File: src/rtl/jtag_reg_master_pkg.sv
// ---------------------------------------------------------------------------
// jtag_reg_master_pkg
//   Shared definitions for the JTAG register-bus master:
//   - state_e                  : 2-bit FSM state encoding
//   - TIMEOUT_RD_DATA_DEFAULT  : read data returned when an access times out
//   - TIMEOUT_CNT_W            : width of the timed-out-access counter
//   - sat_inc()                : saturating increment for that counter
// ---------------------------------------------------------------------------
package jtag_reg_master_pkg;

  typedef enum logic [1:0] {
    ST_IDLE = 2'd0,  // waiting for a request in the FIFO
    ST_REQ  = 2'd1,  // reg_req high, waiting for ack or timeout
    ST_RESP = 2'd2,  // response cycle, read strobe goes out here
    ST_GAP  = 2'd3   // forced idle so reg_req stays low between accesses
  } state_e;

  localparam logic [31:0] TIMEOUT_RD_DATA_DEFAULT = 32'hDEAD_BEEF;

  localparam int TIMEOUT_CNT_W = 16;

  // Saturating increment: holds at all-ones instead of wrapping to zero.
  function automatic logic [TIMEOUT_CNT_W-1:0] sat_inc(
    input logic [TIMEOUT_CNT_W-1:0] value
  );
    return (value == '1) ? value : value + 1'b1;
  endfunction

endpackage

File: src/rtl/jtag_req_timer.sv
// ---------------------------------------------------------------------------
// jtag_req_timer
//   Access timer for jtag_reg_master. Cleared when a request is issued,
//   counts while enabled, flags expiry on its last count and holds there.
//   Ports:
//     i_clk     clock
//     i_rst     asynchronous active-high reset
//     i_clr     clear count to zero (has priority over i_en)
//     i_en      count enable
//     o_expire  high while count == TIMEOUT_CYCLES-1
// ---------------------------------------------------------------------------
module jtag_req_timer #(
  parameter int TIMEOUT_CYCLES = 1024
) (
  input  logic i_clk,
  input  logic i_rst,
  input  logic i_clr,
  input  logic i_en,
  output logic o_expire
);

  localparam int              CNT_W    = (TIMEOUT_CYCLES > 1) ? $clog2(TIMEOUT_CYCLES) : 1;
  localparam logic [CNT_W-1:0] LAST_CNT = CNT_W'(TIMEOUT_CYCLES - 1);

  logic [CNT_W-1:0] r_count;
  logic             w_expire;

  assign w_expire = (r_count == LAST_CNT);
  assign o_expire = w_expire;

  // NOTE: sequential state uses non-blocking (<=) so every flop samples
  // pre-edge values; blocking here would create simulation order races.
  always_ff @(posedge i_clk or posedge i_rst) begin
    if (i_rst) begin
      r_count <= '0;
    end else if (i_clr) begin
      r_count <= '0;
    end else if (i_en && !w_expire) begin
      // Hold at the last count so the counter can never wrap.
      r_count <= r_count + 1'b1;
    end
  end

endmodule

File: src/rtl/jtag_reg_master.sv
// ---------------------------------------------------------------------------
// jtag_reg_master
//   Register-bus master fed by the JTAG request FIFO. Pops one request at a
//   time, drives the reg_req/reg_ack handshake, returns read data on
//   bus_rd_data/bus_rd_vld and aborts any access that is not acknowledged
//   within TIMEOUT_CYCLES cycles.
//   Ports:
//     core_clk      clock
//     reset         asynchronous active-high reset
//     fifo_empty    request FIFO empty (show-ahead, q valid when low)
//     fifo_rd_en    pop strobe to the request FIFO (combinational, IDLE only)
//     bus_rd_wr_L   FIFO q: 1 = read, 0 = write
//     bus_addr      FIFO q: address
//     bus_wr_data   FIFO q: write data
//     bus_rd_data   read response data, held until the next read response
//     bus_rd_vld    one-cycle strobe qualifying bus_rd_data
//     reg_req       register request, high until ack or timeout
//     reg_rd_wr_L   captured read/write flag
//     reg_addr      captured address
//     reg_wr_data   captured write data
//     reg_ack       one-cycle acknowledge from the register group
//     reg_rd_data   read data, valid with reg_ack
//     timeout_cnt   saturating count of timed-out accesses
// ---------------------------------------------------------------------------
module jtag_reg_master
  import jtag_reg_master_pkg::*;
#(
  parameter int                             CPCI_NF2_ADDR_WIDTH = 27,
  parameter int                             CPCI_NF2_DATA_WIDTH = 32,
  parameter int                             TIMEOUT_CYCLES      = 1024,
  parameter logic [CPCI_NF2_DATA_WIDTH-1:0] TIMEOUT_RD_DATA     =
    CPCI_NF2_DATA_WIDTH'(TIMEOUT_RD_DATA_DEFAULT)
) (
  input  logic                           core_clk,
  input  logic                           reset,
  // request FIFO side
  input  logic                           fifo_empty,
  output logic                           fifo_rd_en,
  input  logic                           bus_rd_wr_L,
  input  logic [CPCI_NF2_ADDR_WIDTH-1:0] bus_addr,
  input  logic [CPCI_NF2_DATA_WIDTH-1:0] bus_wr_data,
  // read response to jtag_bus
  output logic [CPCI_NF2_DATA_WIDTH-1:0] bus_rd_data,
  output logic                           bus_rd_vld,
  // register interface
  output logic                           reg_req,
  output logic                           reg_rd_wr_L,
  output logic [CPCI_NF2_ADDR_WIDTH-1:0] reg_addr,
  output logic [CPCI_NF2_DATA_WIDTH-1:0] reg_wr_data,
  input  logic                           reg_ack,
  input  logic [CPCI_NF2_DATA_WIDTH-1:0] reg_rd_data,
  // status
  output logic [TIMEOUT_CNT_W-1:0]       timeout_cnt
);

  state_e                           r_state;
  logic                             r_reg_req;
  logic                             r_rd_wr_L;
  logic [CPCI_NF2_ADDR_WIDTH-1:0]   r_addr;
  logic [CPCI_NF2_DATA_WIDTH-1:0]   r_wr_data;
  logic                             r_rd_vld;
  logic [CPCI_NF2_DATA_WIDTH-1:0]   r_rd_data;
  logic [TIMEOUT_CNT_W-1:0]         r_timeout_cnt;

  logic                             w_pop;
  logic                             w_timer_en;
  logic                             w_expire;

  // Pop only from IDLE with data present. Gated by reset so the FIFO is never
  // popped while the FSM is held in IDLE by reset.
  assign w_pop      = (r_state == ST_IDLE) && !fifo_empty && !reset;
  assign w_timer_en = (r_state == ST_REQ);

  jtag_req_timer #(
    .TIMEOUT_CYCLES (TIMEOUT_CYCLES)
  ) u_timer (
    .i_clk    (core_clk),
    .i_rst    (reset),
    .i_clr    (w_pop),
    .i_en     (w_timer_en),
    .o_expire (w_expire)
  );

  always_ff @(posedge core_clk or posedge reset) begin
    if (reset) begin
      r_state       <= ST_IDLE;
      r_reg_req     <= 1'b0;
      r_rd_wr_L     <= 1'b1;
      r_addr        <= '0;
      r_wr_data     <= '0;
      r_rd_vld      <= 1'b0;
      r_rd_data     <= '0;
      r_timeout_cnt <= '0;
    end else begin
      // Read strobe is a single-cycle pulse; only the REQ exit raises it.
      r_rd_vld <= 1'b0;

      case (r_state)
        ST_IDLE: begin
          if (w_pop) begin
            // Capture the show-ahead FIFO head; held for the whole access.
            r_rd_wr_L <= bus_rd_wr_L;
            r_addr    <= bus_addr;
            r_wr_data <= bus_wr_data;
            r_reg_req <= 1'b1;
            r_state   <= ST_REQ;
          end
        end

        ST_REQ: begin
          // Ack is checked first so an ack on the last timeout cycle still
          // returns real data and is not counted as a timeout.
          if (reg_ack) begin
            r_reg_req <= 1'b0;
            r_rd_vld  <= r_rd_wr_L;
            if (r_rd_wr_L) begin
              r_rd_data <= reg_rd_data;
            end
            r_state <= ST_RESP;
          end else if (w_expire) begin
            r_reg_req <= 1'b0;
            r_rd_vld  <= r_rd_wr_L;
            if (r_rd_wr_L) begin
              r_rd_data <= TIMEOUT_RD_DATA;
            end
            r_timeout_cnt <= sat_inc(r_timeout_cnt);
            r_state       <= ST_RESP;
          end
        end

        ST_RESP: begin
          r_state <= ST_GAP;
        end

        ST_GAP: begin
          r_state <= ST_IDLE;
        end

        default: begin
          r_state <= ST_IDLE;
        end
      endcase
    end
  end

  assign fifo_rd_en  = w_pop;
  assign reg_req     = r_reg_req;
  assign reg_rd_wr_L = r_rd_wr_L;
  assign reg_addr    = r_addr;
  assign reg_wr_data = r_wr_data;
  assign bus_rd_vld  = r_rd_vld;
  assign bus_rd_data = r_rd_data;
  assign timeout_cnt = r_timeout_cnt;

endmodule
File: config.mk
export PLATFORM = sky130hd
export DESIGN_NAME = jtag_reg_master
export DESIGN_NICKNAME = d
export VERILOG_FILES = /design/src/rtl/jtag_reg_master_pkg.sv /design/src/rtl/jtag_req_timer.sv /design/src/rtl/jtag_reg_master.sv
export SDC_FILE = /design/constraint.sdc
export NUM_CORES = 1
export LEC_CHECK = 0
export CORE_ASPECT_RATIO = 2
export CORE_MARGIN = 2
export CORE_UTILIZATION = 46
export CTS_CLUSTER_SIZE = 12
export DETAILED_ROUTE_END_ITERATION = 10
export HOLD_SLACK_MARGIN = 0.12
export PLACE_DENSITY = 0.85
export SLEW_MARGIN = 30
export SYNTH_ARGS = -nofsm -noshare
export SYNTH_HDL_FRONTEND = slang
export SYNTH_SLANG_ARGS = --single-unit
File: constraint.sdc
create_clock -name core_clk -period 13.4 [get_ports core_clk]
set_input_delay 3.35 -clock core_clk [delete_from_list [all_inputs] [get_ports core_clk]]
set_output_delay 3.35 -clock core_clk [all_outputs]
set_load 0.05 [all_outputs]
Yosys cells after proc, flatten, opt, wreduce, memory -nomap -nowiden
Cells that the tools add are included.
Cells by class
  bitwise logic cells: 2
  $mul: 0
  equality and inequality tests: 7
  divide/modulo/power cells: 0
  muxes and demuxes: 17
  order comparisons: 0
  shift-type cells: 0
  $add $sub $neg: 2
  reductions and logical operators: 15
Operators with widths (number)
  $mux W32: 4
  $mux W10: 2
  $add A16 B1 Y16 const B: 1
  $eq A16 B16 Y1 const B: 1
  $add A10 B1 Y10 const B: 1
  $eq A10 B10 Y1 const B: 1
  $pmux W2 S4: 1
  $mux W1: 6
  $mux W2: 3
  $reduce_and A3 Y1: 2
  $reduce_bool A2 Y1: 3
  $eq A2 B2 Y1 const B: 2
  $reduce_and A2 Y1: 2
  $reduce_and A4 Y1: 1
  $logic_and A1 B1 Y1: 3
  $logic_not A1 Y1: 3
  $ne A3 B3 Y1 const B: 1
  $eq A2 B1 Y1 const B: 1
  $logic_not A2 Y1: 1
  $ne A2 B2 Y1 const B: 1
  $not A1 Y1: 2
  $pmux W1 S2: 1
Word-level totals
  memories: 0
  output and inout bits: 111
  bits in read-only memories: 0
  memory bits (writable): 0
  bits in latches: 0
  register bits after elaboration: 122
  input port bits: 96

Depth between registers and ports, before layout
  depth after elaboration: 5
  mapped depth: 8
  mapped depth without buffers: 7

By module
From an unflattened synthesis, not the netlist that was laid out.
Second synthesis, totals
  cell total of the unflattened synthesis: 422
  area, all modules: 5167.5 µm²
Modules (own cells, without submodules)
  jtag_reg_master: cells each 356, times used 1, area each 4531.8 µm²
  jtag_req_timer: cells each 66, times used 1, area each 635.6 µm²

Worst setup path after synthesis
Ideal clock, no wire load.
  path type: input -> output
  start point: in fifo_empty
  end point: out fifo_rd_en
  slack: 5.657 ns
  cell stages on the path: 4
  buffers on the path: 3
  data arrival time: 4.393 ns
  cell sequence: nor3b_1 -> clkbuf_1 -> buf_2 -> buf_2
On the way
  cells in the longest elaborated chain, start to end: 3
RTL lines
  start: declaration: line jtag_reg_master.sv:37  | input logic fifo_empty,
  $logic_not A1 Y1: line jtag_reg_master.sv:71  | assign w_pop = (r_state == ST_IDLE) && !fifo_empty && !reset;
  $logic_and A1 B1 Y1 (2 in series): line jtag_reg_master.sv:71
  end: declaration: line jtag_reg_master.sv:38  | output logic fifo_rd_en,
Every way passes these cells.

Final worst setup path
  start point: in reset
  end point: out fifo_rd_en
On the way
  cells in the longest elaborated chain, start to end: 2
RTL lines
  start: declaration: line jtag_reg_master.sv:35  | input logic reset,
  $logic_not A1 Y1 (no source line)
  $logic_and A1 B1 Y1: line jtag_reg_master.sv:71
Every way passes these cells.

==> metrics.csv <==
stage;metric;value;unit
status;status;completed;
floorplanning;coreArea;10480;µm²
synth;syn_nets;450;
synth;ys_warn_count;0;
clock_network;root_buffer;clkbuf_16;
place;dpl-instance-area;7107;µm²
synth;synth.avg_cell_area;14.19;µm²
floorplanning;fp.dieW;77.28;µm
synth;yosysUniqueCellTypes;38;
pwr;ir_worst_vdd;0.1919;mV
worst_setup_path;required;10050;ps
worst_setup_path;r2r_cells;7;
worst_setup_path;worstSetupEndpoint;fifo_rd_en;
timing;fin_tns_setup;0;ps
worst_setup_path;r2r_end;r_state[1];
routing;antenna_left;0;
timing;setup_viol;0;
synth;yosysMostFrequentCell;dfrtp_1;
synth;synth_ff_type;dfrtp_1;
worst_setup_path;path_common_cell;clkdlybuf4s50_1;
routing;wl_per_cell;18.56;µm
worst_setup_path;r2r_slack;10830;ps
routing;wirelength;13160;µm
timing;tightest_slew;894.6;ps
floorplanning;die_area;11630;µm²
floorplanning;initial_utilization;0.4715;
clock_network;cts_max_path_buffers;2;
synth;synth-xor-area-share;0.04078;
pwr;power_density;278.7;nW/µm²
synth;synth_compound_area_frac;0.07194;
global_routing;track_usage;0.2281;
clock_network;hold_buffers;0;
worst_setup_path;critPathMaxStageDelay;870;ps
final_layout;n_antenna_cell;0;
worst_hold_path;hold_path.class;register to register;
worst_setup_path;criticalPathCategory;input pin to primary output;
synth;synth_top_family_by_area;multiplexers;
synth;ys_top_cells_by_area;dfrtp_1 (61%), mux2_2 (14%), o22a_1 (4.3%);
global_routing;grt_pass1_vias;4071;
final_layout;synthToLayoutAreaGrowth;55.83;%
global_routing;grt_first_pass_wirelength;20430;µm
floorplanning;die_h;150.6;µm
timing;final_hold_viol_count;0;
routing;vias;3648;
worst_setup_path;cp_slowest_cell;clkdlybuf4s50_1;
timing;finalCritPeriodShare;0.6228;
worst_setup_path;crit_family;buffers and inverters;
routing;drtIter0Drc;104;
place;dp_cells;678;
clock_network;clk_latency;400;ps
clock_network;cts_buffers;17;
clock_network;numClockSinks;122;
synth;synth_commonest_cells;dfrtp_1 (121), mux2_2 (62), o22a_1 (24), nor2_1 (18), xnor2_1 (17);
clock_network;cts_tree;built;
routing;vias_per_cell;5.145;
synth;synth_mux_area_frac;0.1434;
worst_setup_path;end_kind;primary output;
synth;synth_fa_ha_area_frac;0.01520;
synth;seq_area_frac_synth;0.6183;
floorplanning;io_pins;207;
timing;min_period;8345;ps
timing;rsz0062_at_grt;no;
final_layout;fin_area;7697;µm²
timing;slew_viol_final;0;
worst_setup_path;start_kind;input pin;
floorplanning;core.rowCount;53;
synth;synth_seq_cells;122;
worst_setup_path;cp.depth;3;
worst_setup_path;path_buf_inv;2;
global_routing;grt_max_degree;73;
timing;max_slew_margin;0.4036;
synth;yosysTopAreaCellShare;0.6130;
worst_setup_path;critPathMaxFanout;2;
final_layout;drive_gt1_frac;0.1941;
synth;netlist_area;4940;µm²
worst_setup_path;crit_chain;clkdlybuf4s50_1 -> nor3b_2 -> clkdlybuf4s50_1;
worst_setup_path;cp.arrival;5000;ps
final_layout;fin_cells;709;
synth;synthArstFlopShare;1.000;
place;port_buffers;206;
synth;synth_edf_count;0;
worst_setup_path;regToRegStartpoint;r_state[0];
run;max-cap-violations;0;
pwr;leakage;3.183;nW
clock_network;ctsResizeCount;0;
synth;yosysTopAreaCell;dfrtp_1;
timing;fin_worst_hold_slack;484.3;ps
routing;drc_errors;0;
clock_network;post_cts_buffers;0;
timing;max_freq;0.1198;GHz
place;dp.final_hpwl;9719;µm
final_layout;nets;662;
timing;fin_skew;8.301;ps
worst_hold_path;min_from;bus_rd_data[28];
clock_network;htreeDepth;4;
routing;first_pass_iters;4;
worst_setup_path;startpoint;reset;
global_routing;grt-ovfl-total;0;
place;routabilityCongestion;0.7678;
synth;synthSimpleGateAreaFrac;0.08536;
global_routing;antenna_found_initial;0;
synth;synth_cells;348;
clock_network;path_clk_slew;60;ps
layout by cell type (no fill, tap or decap), drive strengths merged, types with 3 or more instances in the layout:
| master | count |
|---|---|
| nand2 | 10 |
| nand3 | 9 |
| a21oi | 3 |
| dfrtp | 121 |
| clkinvlp | 4 |
| o22a | 24 |
| xor2 | 6 |
| clkbuf | 18 |
| ha | 6 |
| nor4 | 5 |
| nor2 | 18 |
| a22o | 8 |
| inv | 8 |
| clkdlybuf4s50 | 206 |
| mux2 | 62 |
| clkinv | 7 |
| nand4 | 8 |
| o21ai | 5 |
| xnor2 | 17 |
| nor3 | 6 |
| bufinv | 3 |
area by class of cell:
class / instances / area [µm²]
clock inverter: 13 / 153.9
fill: 726 / 2780
clock buffer: 18 / 429.2
sequential: 122 / 3054
timing repair buffer: 208 / 2077
multi-input combinational: 202 / 1772
tap: 137 / 171.4
inverter: 9 / 40.04
through the flow:
stage / util / setup WS (ps) / power, mW
2_1_floorplan: - / 5657 / 1.313
3_3_place_gp: 0.6783 / 5044 / 1.672
3_5_place_dp: 0.6783 / 5077 / 1.703
4_1_cts: 0.7339 / 5077 / 2.162
5_1_grt: 0.7347 / 5001 / 2.228
6_report: 0.7347 / 5055 / 2.145
sequential cells by signal (all words and copies together), names as in the netlist:
signal and cells:
bus_rd_data 32, reg_wr_data 32, reg_addr 27, timeout_cnt 16, u_timer.r_count 10, r_state 2
bus_rd_vld 1, reg_rd_wr_L 1, reg_req 1
worst min-delay path by stage:
stage,cells after the start,slack (ps),endpoint
floorplan,1,510,r_state[1]
global placement,1,470,bus_rd_data[15]
detailed placement,1,480,bus_rd_data[28]
CTS,1,490,bus_rd_data[2]
global route,1,490,bus_rd_data[16]
finish,1,480,bus_rd_data[28]
logic make-up (layout without fill, tap and decap cells):
| kind of cell | Yosys count | count (layout) |
|---|---|---|
| AOI/OAI and AO/OA | 43 | 43 |
| xor gates and xnor gates | 23 | 23 |
| adders and majority gates | 6 | 6 |
| buffers and inverters | 24 | 248 |
| DFF | 122 | 122 |
| muxes | 63 | 63 |
| and+or+nand+nor | 67 | 67 |
power breakdown:
group	leakage [nW]	internal (mW)	switching [mW]
logic	1.42	0.391	0.690
clock network	0.277	0.289	0.159
registers	1.48	0.524	0.0917
total	3.18	1.20	0.940
metal layers:
metal	part of all wire	up-vias	track usage
li1	-	1667	-
met1	0.35	1817	0.2291
met2	0.58	145	0.4300
met3	0.052	19	0.06715
met4	0.024	0	0.09554
met5	0	-	0
worst reg2reg max path, delay by kind of cell, from the launching register on:
| kind | cells | cell delay, ps |
|---|---|---|
| buf+inv | 2 | 870 |
| flops | 1 | 400 |
| simple gates | 2 | 390 |
| mux | 1 | 370 |
| compound gates | 1 | 250 |
| fa+ha+maj | 1 | 180 |
No activity file was read; power rests on OpenSTA's default activity.
